## src/rtl/serv_mem_pkg.sv

```systemverilog
// Shared types for the SERV RAM responder.
//   state_e : responder FSM states (IDLE -> RESP -> GUARD -> IDLE)
//   grant_e : which requester owns the transaction in flight
//   LaneW   : width of the byte-lane index inside a 32-bit word
package serv_mem_pkg;

  localparam int unsigned LaneW = 2;

  typedef enum logic [1:0] {
    IDLE,
    RESP,
    GUARD
  } state_e;

  typedef enum logic [1:0] {
    G_NONE,
    G_IBUS,
    G_DBUS,
    G_HOST
  } grant_e;

endpackage

```

## src/rtl/serv_byte_lane.sv

```systemverilog
// Byte steering between the 8-bit host port and the 32-bit RAM word.
//   lane_i     : byte index within the word (host adr[1:0])
//   wr_byte_i  : host write byte
//   rd_word_i  : RAM read word
//   wr_word_o  : write byte shifted into its lane, other lanes zero
//   wr_be_o    : one-hot byte enable for the selected lane
//   rd_byte_o  : selected byte of the read word
module serv_byte_lane
  import serv_mem_pkg::*;
(
  input  logic [LaneW-1:0] lane_i,
  input  logic [7:0]       wr_byte_i,
  input  logic [31:0]      rd_word_i,
  output logic [31:0]      wr_word_o,
  output logic [3:0]       wr_be_o,
  output logic [7:0]       rd_byte_o
);

  logic [4:0] bit_shift;

  assign bit_shift = {lane_i, 3'b000};
  assign wr_word_o = {24'b0, wr_byte_i} << bit_shift;
  assign wr_be_o   = 4'b0001 << lane_i;
  assign rd_byte_o = rd_word_i[bit_shift +: 8];

endmodule

```

## src/rtl/serv_ram_responder.sv

```systemverilog
// Serves SERV ibus, SERV dbus and a host byte port from one single-port RAM32 macro
// (1-cycle read latency). One transaction in flight: IDLE grants (host > dbus > ibus)
// and drives the RAM, RESP pulses the ack with read data, GUARD gives SERV a cycle to
// drop cyc before the next grant.
// Ports:
//   clk, rst_n                      clock, synchronous active-low reset
//   i_ibus_*, o_ibus_*              instruction bus (read only)
//   i_dbus_*, o_dbus_*              data bus (read / byte-masked write)
//   i_host_*, o_host_*              host byte port
//   o_ram_*, i_ram_do               RAM32 macro interface
//   o_oob                           sticky out-of-range ibus/dbus access flag
module serv_ram_responder
  import serv_mem_pkg::*;
#(
  parameter int unsigned ADDR_W   = 5,
  parameter logic [31:0] MEM_BASE = 32'h0000_0000
) (
  input  logic              clk,
  input  logic              rst_n,
  input  logic              i_ibus_cyc,
  input  logic [31:0]       i_ibus_adr,
  output logic [31:0]       o_ibus_rdt,
  output logic              o_ibus_ack,
  input  logic              i_dbus_cyc,
  input  logic [31:0]       i_dbus_adr,
  input  logic              i_dbus_we,
  input  logic [31:0]       i_dbus_dat,
  input  logic [3:0]        i_dbus_sel,
  output logic [31:0]       o_dbus_rdt,
  output logic              o_dbus_ack,
  input  logic              i_host_req,
  input  logic              i_host_we,
  input  logic [ADDR_W+1:0] i_host_adr,
  input  logic [7:0]        i_host_dat,
  output logic [7:0]        o_host_rdat,
  output logic              o_host_ack,
  output logic              o_ram_en,
  output logic [ADDR_W-1:0] o_ram_a,
  output logic [3:0]        o_ram_we,
  output logic [31:0]       o_ram_di,
  input  logic [31:0]       i_ram_do,
  output logic              o_oob
);

  state_e           state_q;
  grant_e           grant_q, grant_d;
  logic [LaneW-1:0] lane_q;
  logic             wr_q, wr_d;
  logic             oob_hit_q, oob_hit_d;
  logic             oob_q;

  logic             ibus_in_range, dbus_in_range;
  logic [31:0]      host_di;
  logic [3:0]       host_we;
  logic [7:0]       host_rd_byte;
  logic             resp_live;

  // Word-aligned buses: the byte offset bits are ignored.
  logic unused_adr_bits;
  assign unused_adr_bits = ^{i_ibus_adr[1:0], i_dbus_adr[1:0]};

  assign ibus_in_range = (i_ibus_adr[31:ADDR_W+2] == MEM_BASE[31:ADDR_W+2]);
  assign dbus_in_range = (i_dbus_adr[31:ADDR_W+2] == MEM_BASE[31:ADDR_W+2]);

  serv_byte_lane u_byte_lane (
    .lane_i    (state_q == IDLE ? i_host_adr[1:0] : lane_q),
    .wr_byte_i (i_host_dat),
    .rd_word_i (i_ram_do),
    .wr_word_o (host_di),
    .wr_be_o   (host_we),
    .rd_byte_o (host_rd_byte)
  );

  // Grant decode and RAM drive; RAM is addressed in the same cycle the grant is taken.
  always_comb begin
    grant_d   = G_NONE;
    wr_d      = 1'b0;
    oob_hit_d = 1'b0;
    o_ram_en  = 1'b0;
    o_ram_a   = '0;
    o_ram_we  = 4'b0000;
    o_ram_di  = 32'h0;
    if (state_q == IDLE) begin
      if (i_host_req) begin
        grant_d  = G_HOST;
        wr_d     = i_host_we;
        o_ram_en = 1'b1;
        o_ram_a  = i_host_adr[ADDR_W+1:2];
        if (i_host_we) begin
          o_ram_we = host_we;
          o_ram_di = host_di;
        end
      end else if (i_dbus_cyc) begin
        grant_d = G_DBUS;
        wr_d    = i_dbus_we;
        if (dbus_in_range) begin
          o_ram_en = 1'b1;
          o_ram_a  = i_dbus_adr[ADDR_W+1:2];
          if (i_dbus_we) begin
            o_ram_we = i_dbus_sel;
            o_ram_di = i_dbus_dat;
          end
        end else begin
          oob_hit_d = 1'b1;
        end
      end else if (i_ibus_cyc) begin
        grant_d = G_IBUS;
        if (ibus_in_range) begin
          o_ram_en = 1'b1;
          o_ram_a  = i_ibus_adr[ADDR_W+1:2];
        end else begin
          oob_hit_d = 1'b1;
        end
      end
    end
    // Reset must never reach the macro as a write, even with requests pending.
    if (!rst_n) begin
      o_ram_en = 1'b0;
      o_ram_we = 4'b0000;
    end
  end

  always_ff @(posedge clk) begin
    if (!rst_n) begin
      state_q   <= IDLE;
      grant_q   <= G_NONE;
      lane_q    <= '0;
      wr_q      <= 1'b0;
      oob_hit_q <= 1'b0;
      oob_q     <= 1'b0;
    end else begin
      unique case (state_q)
        IDLE: begin
          if (grant_d != G_NONE) begin
            state_q   <= RESP;
            grant_q   <= grant_d;
            lane_q    <= i_host_adr[1:0];
            wr_q      <= wr_d;
            oob_hit_q <= oob_hit_d;
            if (oob_hit_d) oob_q <= 1'b1;
          end
        end
        RESP: begin
          state_q <= GUARD;
        end
        GUARD: begin
          state_q <= IDLE;
          grant_q <= G_NONE;
        end
        default: begin
          state_q <= IDLE;
          grant_q <= G_NONE;
        end
      endcase
    end
  end

  // Ack is decoded from registered state; gating with rst_n drops an ack whose
  // RESP cycle coincides with reset.
  assign resp_live   = rst_n && (state_q == RESP);
  assign o_ibus_ack  = resp_live && (grant_q == G_IBUS);
  assign o_dbus_ack  = resp_live && (grant_q == G_DBUS);
  assign o_host_ack  = resp_live && (grant_q == G_HOST);

  assign o_ibus_rdt  = (o_ibus_ack && !oob_hit_q) ? i_ram_do : 32'h0;
  assign o_dbus_rdt  = (o_dbus_ack && !oob_hit_q && !wr_q) ? i_ram_do : 32'h0;
  assign o_host_rdat = (o_host_ack && !wr_q) ? host_rd_byte : 8'h00;
  assign o_oob       = oob_q;

endmodule

```

## config.mk

```make
export PLATFORM = sky130hd
export DESIGN_NAME = serv_ram_responder
export DESIGN_NICKNAME = d
export VERILOG_FILES = /design/src/rtl/serv_mem_pkg.sv /design/src/rtl/serv_byte_lane.sv /design/src/rtl/serv_ram_responder.sv
export SDC_FILE = /design/constraint.sdc
export NUM_CORES = 1
export LEC_CHECK = 0
export BUFFER_PORTS_ARGS = -buffer_cell sky130_fd_sc_hd__buf_2
export CAP_MARGIN = 15
export CORE_AREA = 5 5 103 105
export CTS_BUF_LIST = sky130_fd_sc_hd__clkbuf_16
export DETAILED_ROUTE_END_ITERATION = 8
export DIE_AREA = 0 0 108 110
export PLACE_DENSITY = 0.6
export SYNTH_ARGS = -nofsm -noshare
export SYNTH_HDL_FRONTEND = slang
export SYNTH_SLANG_ARGS = --single-unit
```

## constraint.sdc

```tcl
create_clock -name clk -period 1.8 [get_ports clk]
set_input_delay 0.27 -clock clk [delete_from_list [all_inputs] [get_ports clk]]
set_output_delay 0.27 -clock clk [all_outputs]
set_load 0.02 [all_outputs]
```

==> run summary <==
=====================================================================================================
Part of the Yosys area used for sequential elements                                            9.207%
Number of clock sinks                                                                               9
Count of cell types in the netlist                                                                 38
Xor-xnor portion of the synthesized cell area                                                      0%
Final ANT Viol Nets                                                                                 0
Overall via count from detail_route                                                              3510
Worst-path cell chain                                                                    nor2_4, buf_12, mux2_4, mux4_2, and2_4, buf_6
Switching power as a share of total power                                                      37.07%
Filler cells                                                                                      826
Tightest Hold Check Type                                                                       in2reg
Startpoint of the lowest-slack register-to-register path                                 state_q[1]$_SDFFE_PN0N_
Leading cell types in the layout, fill and taps excluded                                 149 x buf_2, 134 x buf_6, 66 x and2_4, 29 x buf_4, 27 x a32o_2
Class of the most critical setup path                                                         reg2out
Main combinational cell family by area after synthesis                                   simple AND/OR/NAND/NOR gates
Hold path start                                                                          i_host_adr[0]
Critical path startpoint category                                                            register
Sum of buffers and inverters on the critical path                                                   2
Critical path fanouts, max                                                                          6
Hold Vio Cnt, Final                                                                                 0
Port Buffers                                                                                      267
Combinational group share of total power                                                        64.1%
Slowest cell on the critical path                                                              mux4_2
Die Outline Area                                                                         0.01188 mm^2
Half-perimeter wire length after detailed placement                                           9197 um
Endpoint kind of the worst setup timing path                                             primary output
Run status                                                                               complete, but fails checks
Clk slew on worst S/H paths                                                                   0.04 ns
Timing-limited maximum frequency                                                            457.0 MHz
Violated checks                                                                          setup timing
Mapped cell area                                                                         0.001957 mm^2
Total of hold buffers inserted after clock tree synthesis                                           0
Clock root buffer master                                                                    clkbuf_16
Number of synthesized register bits                                                                 9
Die span in x                                                                                  108 um
Number of iterations in the first detailed-routing pass                                             4
Vias/cell                                                                                       5.007
Post-route fraction of the period consumed by the critical path                                121.6%
Pwr/cell area                                                                            322.2 mW/mm^2
Syn-to-layout area delta                                                                       180.9%
Boundary pin count                                                                                272
Nets                                                                                              722
Sum of overflow across all layers after global routing                                              0
Endpoint arrival time on the critical path                                                    1.92 ns
First-pass GRT wire length                                                                   19800 um
Core Region                                                                              0.009549 mm^2
Launching instance or port of the critical path                                          state_q[0]$_SDFFE_PN0N_
Per-instance average area after synthesis                                                  7.704 um^2
Worst vdd rail ir drop                                                                    0.0001902 V
Largest delay contributor family on the critical path                                    multiplexers
Area of all placed cells without fillers                                                 0.005497 mm^2
Detailed Route WL                                                                            13320 um
Die outline height                                                                             110 um
Internal                                                                                      1115 uW
Synthesized instance count                                                                        254
Number of buffers created by CTS                                                                    3
Mapped Nets                                                                                       408
Worst-case clock skew                                                                    0.0008528 ns
Period minus WS final                                                                        2.188 ns
Reported net switching power                                                                 656.7 uW
Insertion delay of the later-clocked pin in the worst-skew pair                               0.24 ns
Iteration-0 DRC Markers                                                                           149
Initial standard-cell utilization of the core                                                  20.49%
Reported leakage power                                                                    0.002747 uW
Setup ws final                                                                             -0.3884 ns
Simple-gate share of the synthesized area                                                      43.80%
Most frequent standard cell in the layout excluding fill and tap cells                          buf_2
Actual transition at the worst max-transition pin                                           0.3559 ns
Clock share of power                                                                            22.1%
Clock Tree Buf Depth                                                                                2
Required time at the endpoint of the critical path                                            1.53 ns
Setup repair after global routing missed its margin                                               yes
CTS H-Tree Depth                                                                                    1
Area fraction in compound gates after synthesis                                                28.39%
Share of cells above drive strength 1                                                          85.89%
Number of warnings issued by yosys                                                                  0
Post-synthesis share of cell area spent on full adders, half adders and majority gates             0%
Max-slew violations                                                                                 0
CTS tree                                                                                          yes
FP Rows                                                                                            36
Final weighted congestion of routability-driven global placement                               0.8031
Pin count of the biggest net entering global routing                                               33
Total cell area at the placement stage                                                   0.003944 mm^2
Multiplexer fraction of the synthesized cell area                                              12.60%
Final standard cell utilization of the core                                                    57.56%
All-Layer GR Usage                                                                             20.83%
Slew Limit Headroom                                                                            76.24%
Total setup violations reported at the end of the flow                                            114
Vias in the first global route                                                                   3796
Delay of the slowest cell on the worst path                                                   0.44 ns
Seq pwr share                                                                                   13.8%
Max Cap Violations                                                                                  0
Routed WL per cell                                                                           19.00 um
Number of design rule violations left after detail routing                                          0
Number of antenna violations at the first check in global routing                                   1
=====================================================================================================
## worst min-delay path, cell delays in order
cell and delay (ns):
buf_2 0.12, mux2i_1 0.08, nor2b_1 0.11
## final cells by class
type / count / area, um^2 / share of cell area, %
Inverter: 9 / 33.78 / 0.6146
Sequential cell: 9 / 185.2 / 3.369
Timing Repair Buffer: 325 / 2728 / 49.62
Tap cell: 133 / 166.4 / 3.028
Clock buffer: 3 / 75.07 / 1.366
Multi-Input combinational cell: 220 / 2302 / 41.88
Antenna cell: 1 / 2.502 / 0.04553
Clock inverter: 1 / 3.754 / 0.06829
## timing repair
| item | 4_1_cts | 5_1_grt |
|---|---|---|
| pin swaps | 105 | 19 |
| gates cloned | 8 | 0 |
| resized for setup | 322 | 39 |
| buffers inserted | 25 | 5 |
| setup endpoints to repair | 114 | 115 |
## power groups by stage
stage / clock network [uW] / logic (uW) / registers [uW]
2_1_floorplan: 0 / 445 / 242
3_3_place_gp: 0 / 856 / 243
3_5_place_dp: 0 / 869 / 244
4_1_cts: 394 / 1120 / 245
5_1_grt: 406 / 1210 / 248
6_report: 391 / 1140 / 244
## per-stage QoR
stage / setup slack [ns] / hold WS, ns / std cells / power (uW) / setup TNS (ns)
6_report: -0.3884 / 0.3823 / 701 / 1771 / -22.70
5_1_grt: -0.4577 / 0.4350 / 701 / 1859 / -31.51
4_1_cts: -0.4029 / 0.3843 / 704 / 1763 / -26.98
3_5_place_dp: -0.4580 / 0.4670 / 669 / 1113 / -29.05
3_3_place_gp: -0.4243 / 0.4536 / 669 / 1099 / -24.04
2_1_floorplan: -0.2092 / 0.4395 / 254 / 687.5 / -6.738
## synthesized netlist by cell type
master | number | area, um^2
mux2i_1 | 4 | 40.04
o31ai_1 | 5 | 37.54
and3b_1 | 3 | 26.28
o31ai_2 | 3 | 37.54
buf_2 | 1 | 5.000
mux2_2 | 1 | 11.26
nand3_1 | 4 | 20.02
dfxtp_1 | 9 | 180.2
nand2b_1 | 1 | 6.260
and2_1 | 73 | 456.7
nor4_4 | 1 | 21.27
o21ai_0 | 3 | 15.01
inv_1 | 9 | 33.78
a32o_1 | 28 | 280.3
or2_2 | 1 | 6.260
buf_4 | 4 | 30.03
o211a_1 | 1 | 10.01
nor4_1 | 15 | 93.84
o211ai_1 | 2 | 15.01
nand2_1 | 18 | 67.56
o31a_1 | 1 | 8.760
clkbuf_1 | 13 | 48.80
o2111ai_1 | 1 | 8.760
nor4b_1 | 1 | 8.760
nor2_4 | 1 | 11.26
and3_1 | 1 | 6.260
nor4_2 | 1 | 12.51
a21oi_1 | 2 | 10.01
nor2_1 | 10 | 37.54
mux4_2 | 8 | 180.2
nor3b_1 | 2 | 15.01
mux2_4 | 1 | 15.01
nor3_1 | 6 | 30.03
o221a_2 | 5 | 56.30
nor2b_1 | 4 | 25.02
a31oi_1 | 1 | 6.260
nand4_1 | 2 | 12.51
o2bb2ai_1 | 8 | 70.07
## kinds of logic after synthesis
group / Yosys count
AO/OA/AOI/OAI: 60
multiplexers: 14
AND/OR/NAND/NOR: 144
buffers and inverters: 27
flip-flops: 9
## sequential cells by signal, summed over array words and instances, names as in the netlist
register	count
wr_q	1
state_q	2
oob_hit_q	1
lane_q	2
o_oob	1
grant_q	2
## worst paths after layout
kind	end	slack [ns]	cells past startpoint
setup reg to reg	lane_q[0]$_SDFFE_PN0P_	0.35	6
hold reg to reg	o_oob$_SDFFE_PN0P_	0.47	2
setup / recovery	o_host_rdat[0]	-0.39	6
hold / removal	lane_q[0]$_SDFFE_PN0P_	0.38	3
## metal layers
metal,vias up,wire [um],global-route usage (%)
met5,-,0,0
met2,222,7017,39.88
met3,29,1159,4.019
li1,1613,-,-
met4,0,376,7.755
met1,1646,4764,22.66
Power figures use the tool's default switching activity.
